===== config.mk =====
export PLATFORM = sky130hd
export DESIGN_NAME = task_8_deserializer_flat
export DESIGN_NICKNAME = d
export VERILOG_FILES = /design/src/rtl/task_8_deserializer_if.sv /design/src/rtl/task_8_deserializer.sv /design/src/flat_wrapper.sv
export SDC_FILE = /design/constraint.sdc
export NUM_CORES = 1
export LEC_CHECK = 0
export ABC_AREA = 0
export BUFFER_PORTS_ARGS = -buffer_cell sky130_fd_sc_hd__clkbuf_2
export CAP_MARGIN = 10
export CORE_MARGIN = 1
export CORE_UTILIZATION = 33
export DETAILED_ROUTE_END_ITERATION = 6
export GPL_ROUTABILITY_DRIVEN = 0
export PLACE_DENSITY = 0.56
export SLEW_MARGIN = 15
export SYNTH_ARGS = -nofsm -noshare
export SYNTH_HDL_FRONTEND = slang
export SYNTH_SLANG_ARGS = --single-unit
export TNS_END_PERCENT = 5

===== constraint.sdc =====
create_clock -name i_clk -period 3.3 [get_ports i_clk]
set_input_delay 0 -clock i_clk [delete_from_list [all_inputs] [get_ports i_clk]]
set_output_delay 0 -clock i_clk [all_outputs]
set_load 0.01 [all_outputs]

===== src/rtl/task_8_deserializer_if.sv =====
// task_8_deserializer_if: byte stream in, frame out with valid/ack, error and busy status
interface task_8_deserializer_if #(parameter int BYTES = 16);
  logic [7:0] i_data;
  logic i_valid;
  logic i_last;
  logic o_ready;
  logic [8*BYTES-1:0] o_data;
  logic o_valid;
  logic i_ack;
  logic o_error;
  logic o_busy;
  modport master (output i_data, i_valid, i_last, i_ack, input o_ready, o_data, o_valid, o_error, o_busy);
  modport slave (input i_data, i_valid, i_last, i_ack, output o_ready, o_data, o_valid, o_error, o_busy);
endinterface


===== src/rtl/task_8_deserializer.sv =====
// task_8_deserializer: packs BYTES stream bytes (first byte in MSBs) into one frame held until acked.
// Define TASK_8_DESER_LEN_CHECK_EN to enforce packet length via i_last, with DRAIN and o_error.
module task_8_deserializer #(
  parameter int BYTES = 16,
  parameter int CNT_W = $clog2(BYTES)
) (
  input logic i_clk,
  input logic i_rst,
  task_8_deserializer_if.slave s
);
  localparam logic [1:0] COLLECT = 2'd0;
  localparam logic [1:0] HOLD = 2'd1;
`ifdef TASK_8_DESER_LEN_CHECK_EN
  localparam logic [1:0] DRAIN = 2'd2;
  logic error;
`endif
  localparam logic [CNT_W-1:0] LAST = CNT_W'(BYTES - 1);
  logic [1:0] state;
  logic [CNT_W-1:0] cnt;
  logic [8*BYTES-1:0] data;
  assign s.o_ready = state != HOLD;
  assign s.o_valid = state == HOLD;
  assign s.o_busy = state != COLLECT || cnt != '0;
  assign s.o_data = data;
`ifdef TASK_8_DESER_LEN_CHECK_EN
  assign s.o_error = error;
`else
  assign s.o_error = 1'b0;
`endif
  always_ff @(posedge i_clk or posedge i_rst) begin
    if (i_rst) begin
      state <= COLLECT;
      cnt <= '0;
      data <= '0;
`ifdef TASK_8_DESER_LEN_CHECK_EN
      error <= 1'b0;
`endif
    end else begin
`ifdef TASK_8_DESER_LEN_CHECK_EN
      error <= 1'b0;
`endif
      if (state == HOLD) begin
        if (s.i_ack) state <= COLLECT;
      end
`ifdef TASK_8_DESER_LEN_CHECK_EN
      else if (state == DRAIN) begin
        if (s.i_valid && s.i_last) begin
          error <= 1'b1;
          state <= COLLECT;
        end
      end
`endif
      else if (s.i_valid) begin
        data <= {data[8*BYTES-9:0], s.i_data};
`ifdef TASK_8_DESER_LEN_CHECK_EN
        cnt <= (cnt == LAST || s.i_last) ? '0 : cnt + 1'b1;
        if (cnt == LAST) state <= s.i_last ? HOLD : DRAIN;
        else if (s.i_last) error <= 1'b1;
`else
        cnt <= cnt == LAST ? '0 : cnt + 1'b1;
        if (cnt == LAST) state <= HOLD;
`endif
      end
    end
  end
endmodule


===== src/flat_wrapper.sv =====
// flat-port wrapper written by rule: the top's interface ports become plain ports
module task_8_deserializer_flat 
#(
  parameter int BYTES = 16,
  parameter int CNT_W = $clog2(BYTES)
)
  (i_clk, i_rst, s_i_data, s_i_valid, s_i_last, s_i_ack, s_o_ready, s_o_data, s_o_valid, s_o_error, s_o_busy);
  task_8_deserializer_if #(.BYTES(BYTES)) s_i ();
  input logic i_clk;
  input logic i_rst;
  input wire logic [$bits(s_i.i_data)-1:0] s_i_data;
  input wire logic [$bits(s_i.i_valid)-1:0] s_i_valid;
  input wire logic [$bits(s_i.i_last)-1:0] s_i_last;
  input wire logic [$bits(s_i.i_ack)-1:0] s_i_ack;
  output wire logic [$bits(s_i.o_ready)-1:0] s_o_ready;
  output wire logic [$bits(s_i.o_data)-1:0] s_o_data;
  output wire logic [$bits(s_i.o_valid)-1:0] s_o_valid;
  output wire logic [$bits(s_i.o_error)-1:0] s_o_error;
  output wire logic [$bits(s_i.o_busy)-1:0] s_o_busy;
  assign s_i.i_data = s_i_data;
  assign s_i.i_valid = s_i_valid;
  assign s_i.i_last = s_i_last;
  assign s_i.i_ack = s_i_ack;
  assign s_o_ready = s_i.o_ready;
  assign s_o_data = s_i.o_data;
  assign s_o_valid = s_i.o_valid;
  assign s_o_error = s_i.o_error;
  assign s_o_busy = s_i.o_busy;
  task_8_deserializer #(.BYTES(BYTES), .CNT_W(CNT_W)) u_core (.i_clk(i_clk), .i_rst(i_rst), .s(s_i));
endmodule

After elaboration in Yosys (flattened, before gate mapping)
Index checks and enable logic that the tools add are counted.
Widths: inputs -> output; s select.
{"block": "totals", "wordCells": 21, "out_inout_bits": 132, "regBits": 134}
{"block": "classes", "n_eq_ne": 4, "muxes": 5, "add_sub_neg": 1, "bitwise_logic": 1, "n_reduce_logical": 7}
{"operator": "$mux 2", "count": 4}
{"operator": "$reduce_bool 2->1", "count": 3}
{"operator": "$add 4x1->4 const B", "count": 1}
{"operator": "$eq 4x4->1 const B", "count": 1}
{"operator": "$mux 4", "count": 1}
{"operator": "$reduce_bool 4->1", "count": 1}
{"operator": "$reduce_and 3->1", "count": 1}
{"operator": "$eq 2x1->1 const B", "count": 1}
{"operator": "$ne 2x1->1 const B", "count": 1}
{"operator": "$ne 2x2->1 const B", "count": 1}
{"operator": "$reduce_and 2->1", "count": 1}
{"operator": "$logic_or 1x1->1", "count": 1}
{"operator": "$not 1->1", "count": 1}

Logic depth before layout (Yosys ltp)
{"block": "depth", "word_depth": 4, "mapped_depth": 6, "mapped_depth_nobuf": 4}

Worst setup path after synthesis
No wires, ideal clock.
{"block": "synth_timing", "path_kind": "flip-flop to flip-flop", "startpoint": "reg u_core.state[0]", "endpoint": "reg u_core.cnt[3]", "stages_incl_launch_ff": 6, "t_required_ps": 3171, "setup_ps": 129, "t_arrival_ps": 1104, "slack_ps": 2067, "path_cell_list": "dfrtp_1 -> nand2b_1 -> buf_2 -> buf_4 -> o31ai_1 -> o21ai_1"}
{"block": "synth_via", "elab_chain_len": 3}
{"item": "from (decl)", "line": "task_8_deserializer.sv:18", "rtl": "logic [1:0] state;"}
{"item": "from (signal assigned)", "line": "task_8_deserializer.sv:32", "rtl": "state <= COLLECT;"}
{"item": "from (signal assigned)", "line": "task_8_deserializer.sv:43", "rtl": "if (s.i_ack) state <= COLLECT;"}
{"item": "from (signal assigned)", "line": "task_8_deserializer.sv:61", "rtl": "if (cnt == LAST) state <= HOLD;"}
{"item": "$eq 2x1->1", "line": "task_8_deserializer.sv:42", "rtl": "if (state == HOLD) begin"}
{"item": "$not 1->1 (no line)"}
{"item": "$reduce_and 2->1 (no line)"}
{"item": "to (signal assigned)", "line": "task_8_deserializer.sv:60", "rtl": "cnt <= cnt == LAST ? '0 : cnt + 1'b1;"}
{"item": "to (decl)", "line": "task_8_deserializer.sv:19", "rtl": "logic [CNT_W-1:0] cnt;"}
Every way passes these cells.
A chain may end at the register's enable or synchronous reset.

Final worst setup path
{"block": "layout_timing", "startpoint": "reg u_core.state[0]", "endpoint": "reg u_core.data[58] (netlist: u_core.s.o_data[58])"}
{"block": "layout_via", "elab_chain_len": 3}
{"item": "$eq 2x1->1", "line": "task_8_deserializer.sv:42"}
{"item": "$not 1->1 (no line)"}
{"item": "$reduce_and 2->1 (no line)"}
{"item": "to (signal assigned)", "line": "task_8_deserializer.sv:54", "rtl": "data <= {data[8*BYTES-9:0], s.i_data};"}
{"item": "to (decl)", "line": "task_8_deserializer.sv:20", "rtl": "logic [8*BYTES-1:0] data;"}
Every way passes these cells.

==> results.json <==
{
  "status": "finished, final reports clean",
  "hp-class": "primary input to async pin",
  "worstReg2RegEnd": "u_core.s.o_data[58]$_DFFE_PP0P_",
  "min_period_ns": 1.70,
  "drt_iter0_drc": 204,
  "crit_start": "u_core.state[0]$_DFFE_PP0P_",
  "syn_to_final_growth_pct": 31.3,
  "cts_max_level": 4,
  "port_buffers": 142,
  "synth-adder-area-share": 0.00494,
  "critPathBufInv": 1,
  "muxShareOfSynthArea": 0,
  "swShare": 0.326,
  "vias_per_cell": 4.52,
  "rr_startpoint": "u_core.state[0]$_DFFE_PP0P_",
  "maxCapViolCount": 0,
  "ant_nets": 0,
  "cts_root_buf": "clkbuf_16",
  "synth-compound-area-share": 0.00667,
  "synthArstFlopShare": 1.00,
  "cpPeakStageDelay_ns": 0.69,
  "regArea_sq_mm": 0.00333,
  "place_area_sq_mm": 0.00593,
  "grt_max_degree": 134,
  "fillers": 1459,
  "hold_viol_final": 0,
  "synth.area.top_cells": "dfrtp_1, nand2_1, buf_2",
  "cts.sinks": 133,
  "synth-seq-cells": 133,
  "grt_pass1_wl_mm": 20.4,
  "synth_area_per_cell_sq_um": 8.84,
  "slowest_stage": "nand2b_4",
  "synth_ff_type": "dfrtp_1",
  "pwr_density_cell_mw_per_mm2": 876,
  "synth_cell_type_count": 19,
  "cts-buffers-inserted": 17,
  "firstDrtPassIters": 5,
  "clk_latency_ns": 0.41,
  "vdd_drop_max_mv": 0.344,
  "finalMaxSlewViolations": 0,
  "crit_required_ns": 3.65,
  "yosys_warnings": 0,
  "max_slew.worst_pin.slew_ns": 0.842,
  "nets": 732,
  "netlist_instances": 573,
  "wl_per_cell_microns": 13.3,
  "wirelength_mm": 12.1,
  "start_util": 0.343,
  "antenna_found_initial": 0,
  "setup_slack_ns": 1.60,
  "rsz0062_at_grt": "no",
  "pwr-share-clk": 0.338,
  "stdcell_area_sq_mm": 0.00665,
  "ys_seq_area_frac": 0.657,
  "synth-xor-area-share": 0.00173,
  "clock.fmax_ghz": 0.588,
  "cp.arrival_ns": 2.05,
  "dp_cells": 872,
  "grt.overflow.total": 0,
  "dr_total_vias": 4127,
  "power_frac_comb": 0.229,
  "dpl_worst_slack_ns": 1.57,
  "core-area_sq_mm": 0.0148,
  "crit_top_cell": "nand2_1",
  "io_pins": 145,
  "synth_top_area_share": 0.657,
  "critPathMaxFanout": 75,
  "cts_tree": "done",
  "syn_area_sq_mm": 0.00507,
  "power_switching_w": 0.00190,
  "drc": 0,
  "n_antenna_cell": 0,
  "instances_no_fill": 914,
  "die_y_microns": 126,
  "synth_simple_gate_area_frac": 0.294,
  "worstSetupStartpointType": "register",
  "maxSlewHeadroom": 0.439,
  "rows": 44,
  "synth_most_common_cell": "nand2_1",
  "ctsResizeCount": 0,
  "synth.top_cells.by_count": "nand2_1, dfrtp_1, buf_2",
  "dp_hpwl_mm": 7.82,
  "clock_path_buffers": 2,
  "p_leak_nw": 3.90,
  "fp.dieArea_sq_mm": 0.0159,
  "worstSetupPathType": "register to register",
  "rrSetupSlack_ns": 1.60,
  "die_x_microns": 126,
  "grt_use_total": 0.164,
  "cp_cell_sequence": "nand2b_4 > buf_12 > nand2_1 > nand2_1",
  "clkTransAtPathRegs_ns": 0.06,
  "setup_violations": 0,
  "cp-end-kind": "register",
  "synthesis.nets": 588,
  "first_global_vias": 4081,
  "skew_ns": 0.00479,
  "seq_power_share": 0.433,
  "synth_edf_count": 0,
  "path_delay_family": "simple AND/OR/NAND/NOR gates",
  "synth_top_family_by_area": "simple AND/OR/NAND/NOR gates",
  "rr_worst_depth": 4,
  "yosysTopAreaCell": "dfrtp_1",
  "multi_input_area_sq_mm": 0.00158,
  "setup_tns_ns": 0,
  "finalCritPeriodShare": 0.516,
  "p_int_w": 0.00393,
  "drive_above_1_share": 0.244
}
==> power groups by stage <==
stage | logic [W] | registers, W | clock network, W
floorplan | 0.000513 | 0.00268 | 0
detailed placement | 0.00135 | 0.00255 | 0
CTS | 0.00137 | 0.00253 | 0.00201
global placement | 0.00134 | 0.00252 | 0
finish | 0.00134 | 0.00252 | 0.00197
global route | 0.00151 | 0.00260 | 0.00209
==> layout by cell type (no fill, tap or decap), drive strengths merged <==
master	synthesis	final
clkinvlp	0	2
nand3	2	2
nor2	1	1
nand4	1	1
nor2b	1	1
bufinv	0	4
a21oi	1	1
inv	5	4
buf	29	4
o22ai	1	1
dlygate4sd3	0	10
ha	2	2
nand2b	1	1
o31ai	1	1
o21ai	3	3
conb	1	1
clkinv	0	5
xnor2	1	1
dfrtp	133	133
nand2	388	388
clkbuf	2	164
==> worst min-delay path: cells and delay by family <==
family                 cells  cell delay (ns)
buffers and inverters      3             0.95
==> timing repair <==
| action | CTS | global route |
|---|---|---|
| hold buffers | 10 | 0 |
| setup buffers | 0 | 0 |
| endpoints found under the hold margin | 92 | 0 |
==> stage by stage <==
stage,hold WS (ns),util,total power [W]
2_1_floorplan,0.0990,-,0.00319
3_3_place_gp,0.00627,0.402,0.00386
3_5_place_dp,0.0199,0.402,0.00391
4_1_cts,0.122,0.451,0.00591
5_1_grt,0.185,0.451,0.00620
6_report,0.132,0.451,0.00583
==> sequential cells by signal, indices dropped and copies added (netlist names) <==
signal / flops
u_core.s.o_data: 128
u_core.cnt: 4
u_core.state: 1
==> cell type report <==
class	count	area share
Clock buffer	22	0.0698
Timing Repair Buffer	156	0.132
Inverter	5	0.00339
Clock inverter	10	0.0229
Multi-Input combinational cell	404	0.237
Sequential cell	133	0.500
Tap cell	184	0.0346
==> layer usage <==
metal / share of wire / vias to the layer above / global-route usage
li1: - / 2007 / -
met1: 0.46 / 1992 / 0.207
met2: 0.46 / 112 / 0.254
met3: 0.064 / 16 / 0.0612
met4: 0.017 / 0 / 0.0673
met5: 0 / - / 0
==> cells by family after synthesis <==
kind of cell / count (synthesis)
and+or+nand+nor: 394
adders and majority gates: 2
buffers and inverters: 36
DFF: 133
xor gates and xnor gates: 1
AOI/OAI and AO/OA: 6
other: 1
==> how the worst max path moves through the flow <==
| stage | end | slack, ns | cells after the start |
|---|---|---|---|
| after floorplan | u_core.cnt[0]$_DFFE_PP0P_ | 1.65 | 1 |
| after CTS | u_core.s.o_data[63]$_DFFE_PP0P_ | 1.55 | 4 |
| final | u_core.s.o_data[58]$_DFFE_PP0P_ | 1.60 | 4 |
| after detailed placement | u_core.s.o_data[31]$_DFFE_PP0P_ | 1.57 | 4 |
| after global placement | u_core.s.o_data[62]$_DFFE_PP0P_ | 1.60 | 4 |
| after global routing | u_core.s.o_data[36]$_DFFE_PP0P_ | 1.42 | 4 |
No activity file was read; power rests on OpenSTA's default activity.
